===== config.mk =====
export PLATFORM = sky130hd
export DESIGN_NAME = complex_div_seq
export DESIGN_NICKNAME = d
export VERILOG_FILES = /design/src/rtl/complex_div_seq.sv
export SDC_FILE = /design/constraint.sdc
export NUM_CORES = 1
export LEC_CHECK = 0
export BUFFER_PORTS_ARGS = -buffer_cell sky130_fd_sc_hd__buf_2
export CORE_ASPECT_RATIO = 2
export CORE_UTILIZATION = 25
export CTS_CLUSTER_DIAMETER = 100
export DETAILED_ROUTE_END_ITERATION = 12
export PLACE_DENSITY_LB_ADDON = 0.15
export SYNTH_ARGS = -nofsm -noshare
export SYNTH_HDL_FRONTEND = slang
export SYNTH_SLANG_ARGS = --single-unit

===== constraint.sdc =====
create_clock -name clk -period 8.85 [get_ports clk]
set_input_delay 0.885 -clock clk [delete_from_list [all_inputs] [get_ports clk]]
set_output_delay 0.885 -clock clk [all_outputs]
set_load 0.02 [all_outputs]

===== src/rtl/complex_div_seq.sv =====
// rtl/complex_div_seq.sv - sequential complex divider y = a / b, packed {real, imag}; CDIV_ROUND_EN selects round-half-away rounding
module complex_div_seq #(
    parameter int N = 16
) (
    input  logic         clk,
    input  logic         rst,
    input  logic         in_valid,
    output logic         in_ready,
    input  logic [N-1:0] a,
    input  logic [N-1:0] b,
    output logic         out_valid,
    input  logic         out_ready,
    output logic [N-1:0] y,
    output logic         div0
);
    localparam int W  = N / 2;
    localparam int CW = $clog2(N);

    typedef enum logic [1:0] {IDLE, MUL, DIV, OUT} state_t;

    state_t          state;
    logic [CW-1:0]   cnt;
    logic [N-1:0]    a_q, b_q, den;
    // index 1 = real part, index 0 = imaginary part
    logic [1:0][N-1:0] mag, rem, mag_nx, rem_nx;
    logic [1:0]      neg, round_up;

    logic signed [W-1:0] ar, ai, br, bi;
    logic signed [N-1:0] p_rr, p_ii, p_ir, p_ri, p_br2, p_bi2;
    logic signed [N:0]   nr, ni;
    logic [N-1:0]        nr_mag, ni_mag, den_c;

    assign ar = a_q[N-1:W];
    assign ai = a_q[W-1:0];
    assign br = b_q[N-1:W];
    assign bi = b_q[W-1:0];

    assign p_rr  = ar * br;
    assign p_ii  = ai * bi;
    assign p_ir  = ai * br;
    assign p_ri  = ar * bi;
    assign p_br2 = br * br;
    assign p_bi2 = bi * bi;

    // num = a * conj(b); one extra bit since (-2^(W-1))^2 summed twice reaches 2^(N-1)
    assign nr     = {p_rr[N-1], p_rr} + {p_ii[N-1], p_ii};
    assign ni     = {p_ir[N-1], p_ir} - {p_ri[N-1], p_ri};
    assign den_c  = p_br2 + p_bi2;
    assign nr_mag = nr[N] ? (~nr[N-1:0] + 1'b1) : nr[N-1:0];
    assign ni_mag = ni[N] ? (~ni[N-1:0] + 1'b1) : ni[N-1:0];

    function automatic logic [2*N-1:0] div_step(input logic [N-1:0] r, input logic [N-1:0] m,
                                                input logic [N-1:0] d);
        logic [N:0] sh;
        sh = {r, m[N-1]};
        if (sh >= {1'b0, d})
            return {sh[N-1:0] - d, m[N-2:0], 1'b1};
        else
            return {sh[N-1:0], m[N-2:0], 1'b0};
    endfunction

    function automatic logic [W-1:0] sat_part(input logic [N-1:0] q, input logic up, input logic ng);
        logic [N:0] m;
        m = {1'b0, q} + {{N{1'b0}}, up};
        if (ng)
            return (m >= (N+1)'(1 << (W-1))) ? {1'b1, {(W-1){1'b0}}} : (~m[W-1:0] + 1'b1);
        else
            return (m > (N+1)'((1 << (W-1)) - 1)) ? {1'b0, {(W-1){1'b1}}} : m[W-1:0];
    endfunction

    assign {rem_nx[1], mag_nx[1]} = div_step(rem[1], mag[1], den);
    assign {rem_nx[0], mag_nx[0]} = div_step(rem[0], mag[0], den);

`ifdef CDIV_ROUND_EN
    assign round_up[1] = {rem_nx[1], 1'b0} >= {1'b0, den};
    assign round_up[0] = {rem_nx[0], 1'b0} >= {1'b0, den};
`else
    assign round_up = 2'b00;
`endif

    always_ff @(posedge clk) begin
        if (rst) begin
            state     <= IDLE;
            in_ready  <= 1'b1;
            out_valid <= 1'b0;
            y         <= '0;
            div0      <= 1'b0;
            cnt       <= '0;
            a_q       <= '0;
            b_q       <= '0;
            den       <= '0;
            mag       <= '0;
            rem       <= '0;
            neg       <= '0;
        end else begin
            case (state)
                IDLE: if (in_valid) begin
                    a_q      <= a;
                    b_q      <= b;
                    in_ready <= 1'b0;
                    state    <= MUL;
                end
                MUL: begin
                    den   <= den_c;
                    neg   <= {nr[N], ni[N]};
                    mag   <= {nr_mag, ni_mag};
                    rem   <= '0;
                    cnt   <= '0;
                    state <= DIV;
                end
                DIV: begin
                    mag <= mag_nx;
                    rem <= rem_nx;
                    cnt <= cnt + 1'b1;
                    if (cnt == CW'(N - 1)) begin
                        state     <= OUT;
                        out_valid <= 1'b1;
                        div0      <= (den == '0);
                        y         <= (den == '0) ? '0 :
                                     {sat_part(mag_nx[1], round_up[1], neg[1]),
                                      sat_part(mag_nx[0], round_up[0], neg[0])};
                    end
                end
                OUT: if (out_ready) begin
                    out_valid <= 1'b0;
                    in_ready  <= 1'b1;
                    state     <= IDLE;
                end
                default: state <= IDLE;
            endcase
        end
    end
endmodule


==> impl_metrics.toml <==
[status]
status = "finished, violations left"
violations = "design-rule violations"

[logic_synthesis]
post_synth_instance_area_um2 = 23700
synthFlopType = "dfxtp_1"
syn_nets = 3371
syn_area_per_cell_um2 = 8.67
synth-edff-count = 0
synthAdderAreaFrac_pct = 44.4
synth_top_cell_by_area = "fa_1"
ys_ff_latch = 139
synth_cell_types = 82
synth_compound_area_share_pct = 10.7
synth_cells = 2733
ys_warn_count = 0
ys_seq_area_share_pct = 11.7
synth.area.mux_share_pct = 1.35
synth_top_family_by_area = "adder cells"
async_flop_share_pct = 0
netlist_top_cells_area = "fa_1 34%, dfxtp_1 12%, ha_1 11%, inv_1 8.4%, and2_1 4.7%"
synth_xor_area_share_pct = 3.65
post-synth-top-area-fraction_pct = 33.6
yosys.area_share.simple_pct = 17.8

[sta]
finalMaxSlewViolations = 0
max_freq_ghz = 0.132
worstMarginPinSlew_ns = 1.09
setup_viol = 0
final_min_period_over_clock_period_pct = 85.3
period_needed_ns = 7.55
finClkSkew_ns = 0.0187
rsz0062_at_grt = "no"
max_slew_margin_pct = 27.5
hold_viol = 0
finalSetupTns_ns = 0
holdWs_ns = 0.454

[route]
first_pass_iters = 8
postRouteAntennaNets = 0
vias_per_cell = 4.55
wl_per_cell_um = 17.8
drc_errors = 28
drt-initial-drc-count = 661
vias = 17979
drt_wl_total_mm = 70.2

[global_route]
grt_pass1_vias = 20178
grt_overflow_total = 0
grt_pass1_wl_mm = 112
grt_usage_pct = 15.4
gr-usage-met1_pct = 15.7
grt-busiest-layer = "met2"
antenna_found_initial = 0
use_met3_pct = 1.45
grtUsageMet2_pct = 31.0
grt_max_degree = 53

[placed_design]
gp_congestion = 0.806
hpwl_mm = 57.8
port_buffers = 54

[setup_path]
startpoint_type = "flop"
critPathMaxStageDelay_ns = 1.04
r2r_end = "mag[28]$_SDFFE_PP0P_"
ff2ff_setup_slack_ns = 1.30
cp_max_fo = 28
cpMostUsedCell = "fa_1"
critPathCaptureType = "flop"
worst_ep_arrival_time_ns = 7.89
r2r-start = "b_q[1]$_SDFFE_PP0P_"
critical_path_class = "flop to flop"
cp_cell_sequence = "and2_1 -> fa_1 -> fa_1 -> fa_1 -> fa_1 -> fa_1 -> inv_1 -> fa_1 -> inv_1 -> ha_1 -> o2111ai_1 -> nor2_1 -> o31ai_1 -> a311o_1 -> a21oi_1 -> nor2_1 -> and3_1 -> o311ai_1 -> a21oi_1"
cp_slowest_cell = "dfxtp_1"
required_ns = 9.19
rr_worst_depth = 19

[cts]
cts_tree = "built"
cts.clk_slew.worst_paths_ns = 0.07
clock-sinks = 139
post_cts_buffers = 0
root_buffer = "clkbuf_16"
clk_latency_ns = 0.49
cts-resized-gates = 0
htreeDepth = 4
max-clock-path-buffers = 2
cts_made_buffers = 17
postCtsHoldBufs = 0

[cells_and_area]
drive_gt1_share_pct = 5.62
nNetsFinal = 3367
fillCellCount = 10174
seqCellArea_um2 = 2780
area_growth_syn_to_layout_pct = 9.05
multiInputGateArea_um2 = 18500
post-route-util_pct = 27.5

[job]
cap_violations = 0

[floorplan]
die_area_um2 = 96000
row_count = 159
fp.dieH_um = 437
io_pins = 55
initial_core_util_pct = 25.2
coreArea_um2 = 93900
die_width_um = 220

[power_and_ir_drop]
ir_drop_mv = 0.591
leakage_nw = 11.7
powerDensity_nw_per_um2 = 402
p_total_w = 0.0104

[min_path]
hold_depth = 2
hold_end = "y[8]$_SDFFE_PP0P_"
holdCritPathClass = "flop to flop"
worstHoldStart = "y[8]$_SDFFE_PP0P_"
## metal layers
metal	vias up	part of all wire, %
li1	8643	-
met1	9041	37
met2	225	58
met3	70	1.8
met4	0	3.5
met5	-	0
## worst max-delay path, delay by kind of cell, from the launching register on
family / cells / cell delay [ns]
adder cells (fa/ha/maj): 7 / 3.40
flip-flops: 1 / 1.04
AND/OR/NAND/NOR: 4 / 1.23
buffers and inverters: 2 / 0.12
AO/OA/AOI/OAI: 6 / 1.60
## how the worst max path moves through the flow
stage                                    start              endpoint  slack (ns)  cells past startpoint
after floorplan           b_q[11]$_SDFFE_PP0P_  mag[15]$_SDFFE_PP0P_        2.40                     21
after global placement     b_q[1]$_SDFFE_PP0P_  mag[28]$_SDFFE_PP0P_        1.44                     19
after detailed placement   b_q[1]$_SDFFE_PP0P_  mag[28]$_SDFFE_PP0P_        1.30                     19
after CTS                  b_q[1]$_SDFFE_PP0P_  mag[28]$_SDFFE_PP0P_        1.27                     19
after global routing       b_q[1]$_SDFFE_PP0P_  mag[28]$_SDFFE_PP0P_        0.83                     19
final                      b_q[1]$_SDFFE_PP0P_  mag[28]$_SDFFE_PP0P_        1.30                     19
## flip-flops by register name, summed over array words and instances (netlist names), 2 cells and up
signal	count
mag	32
rem	32
a_q	16
b_q	16
den	16
y	16
cnt	4
neg	2
state	2
## cell families (layout without fill, tap and decap cells)
kind of cell / count (synthesis) / after routing
xor gates and xnor gates: 97 / 97
other: 0 / 1
muxes: 32 / 32
AOI/OAI and AO/OA: 385 / 385
buffers and inverters: 645 / 654
DFF: 139 / 139
and+or+nand+nor: 833 / 833
adders and majority gates: 602 / 602
## cell usage after synthesis (all sizes together), types with 5 or more instances
| cell | instances |
|---|---|
| a211oi | 14 |
| a21boi | 5 |
| a21o | 24 |
| a21oi | 109 |
| a22o | 13 |
| a22oi | 6 |
| a31oi | 8 |
| a32oi | 8 |
| and2 | 177 |
| and3 | 12 |
| and4 | 5 |
| buf | 17 |
| clkbuf | 98 |
| dfxtp | 139 |
| fa | 398 |
| ha | 204 |
| inv | 529 |
| mux2i | 32 |
| nand2 | 272 |
| nand2b | 46 |
| nand3 | 27 |
| nand4 | 12 |
| nor2 | 141 |
| nor2b | 21 |
| nor3 | 50 |
| nor3b | 10 |
| nor4 | 17 |
| o211ai | 7 |
| o21a | 20 |
| o21ai | 83 |
| o21bai | 9 |
| o22ai | 11 |
| o311ai | 13 |
| o31a | 7 |
| o31ai | 18 |
| o41ai | 5 |
| or2 | 7 |
| or3 | 12 |
| or4 | 9 |
| xnor2 | 66 |
| xor2 | 31 |
## layout make-up
type | instances | share of cell area, %
clock inverter | 14 | 0.373
tap | 1207 | 5.85
inverter | 530 | 7.70
timing repair buffer | 92 | 2.16
antenna | 1 | 0.00969
clock buffer | 18 | 1.66
multi-input combinational | 1949 | 71.5
sequential | 139 | 10.8
## through the flow
| step | setup WS [ns] | cells | cell area [um2] |
|---|---|---|---|
| 6_report | 1.30 | 3950 | 25800 |
| 5_1_grt | 0.826 | 3949 | 25800 |
| 4_1_cts | 1.27 | 3949 | 25800 |
| 3_5_place_dp | 1.30 | 3917 | 25300 |
| 3_3_place_gp | 1.44 | 3917 | 25300 |
| 2_1_floorplan | 2.40 | 2733 | 23700 |
## cells in the final DEF, fill, tap and decap left out, types with 12 or more instances in the layout
master	synthesis	final
nand3_1	26	26
ha_1	204	203
nor4_1	16	16
inv_1	529	529
a22o_1	13	13
nand4_1	12	12
nand2_1	272	271
dfxtp_1	139	139
o311ai_0	12	12
nand2b_1	46	46
nor2_1	140	138
clkbuf_16	0	17
o31ai_1	17	17
and3_1	12	12
nor3_1	49	49
a21o_1	24	24
a211oi_1	12	12
mux2i_1	32	32
buf_2	8	53
a21oi_1	106	106
xnor2_1	64	64
and2_1	177	177
fa_1	398	398
o21ai_0	70	70
buf_4	1	39
o21a_1	20	20
nor2b_1	21	21
xor2_1	31	31
## report_power, final
group	total, W	switching [W]	internal (W)
Clock	0.000689	0.000332	0.000357
Combinational	0.00873	0.00527	0.00346
Sequential	0.000964	0.000218	0.000746
Total	0.0104	0.00582	0.00456
No activity file was read; power rests on OpenSTA's default activity.
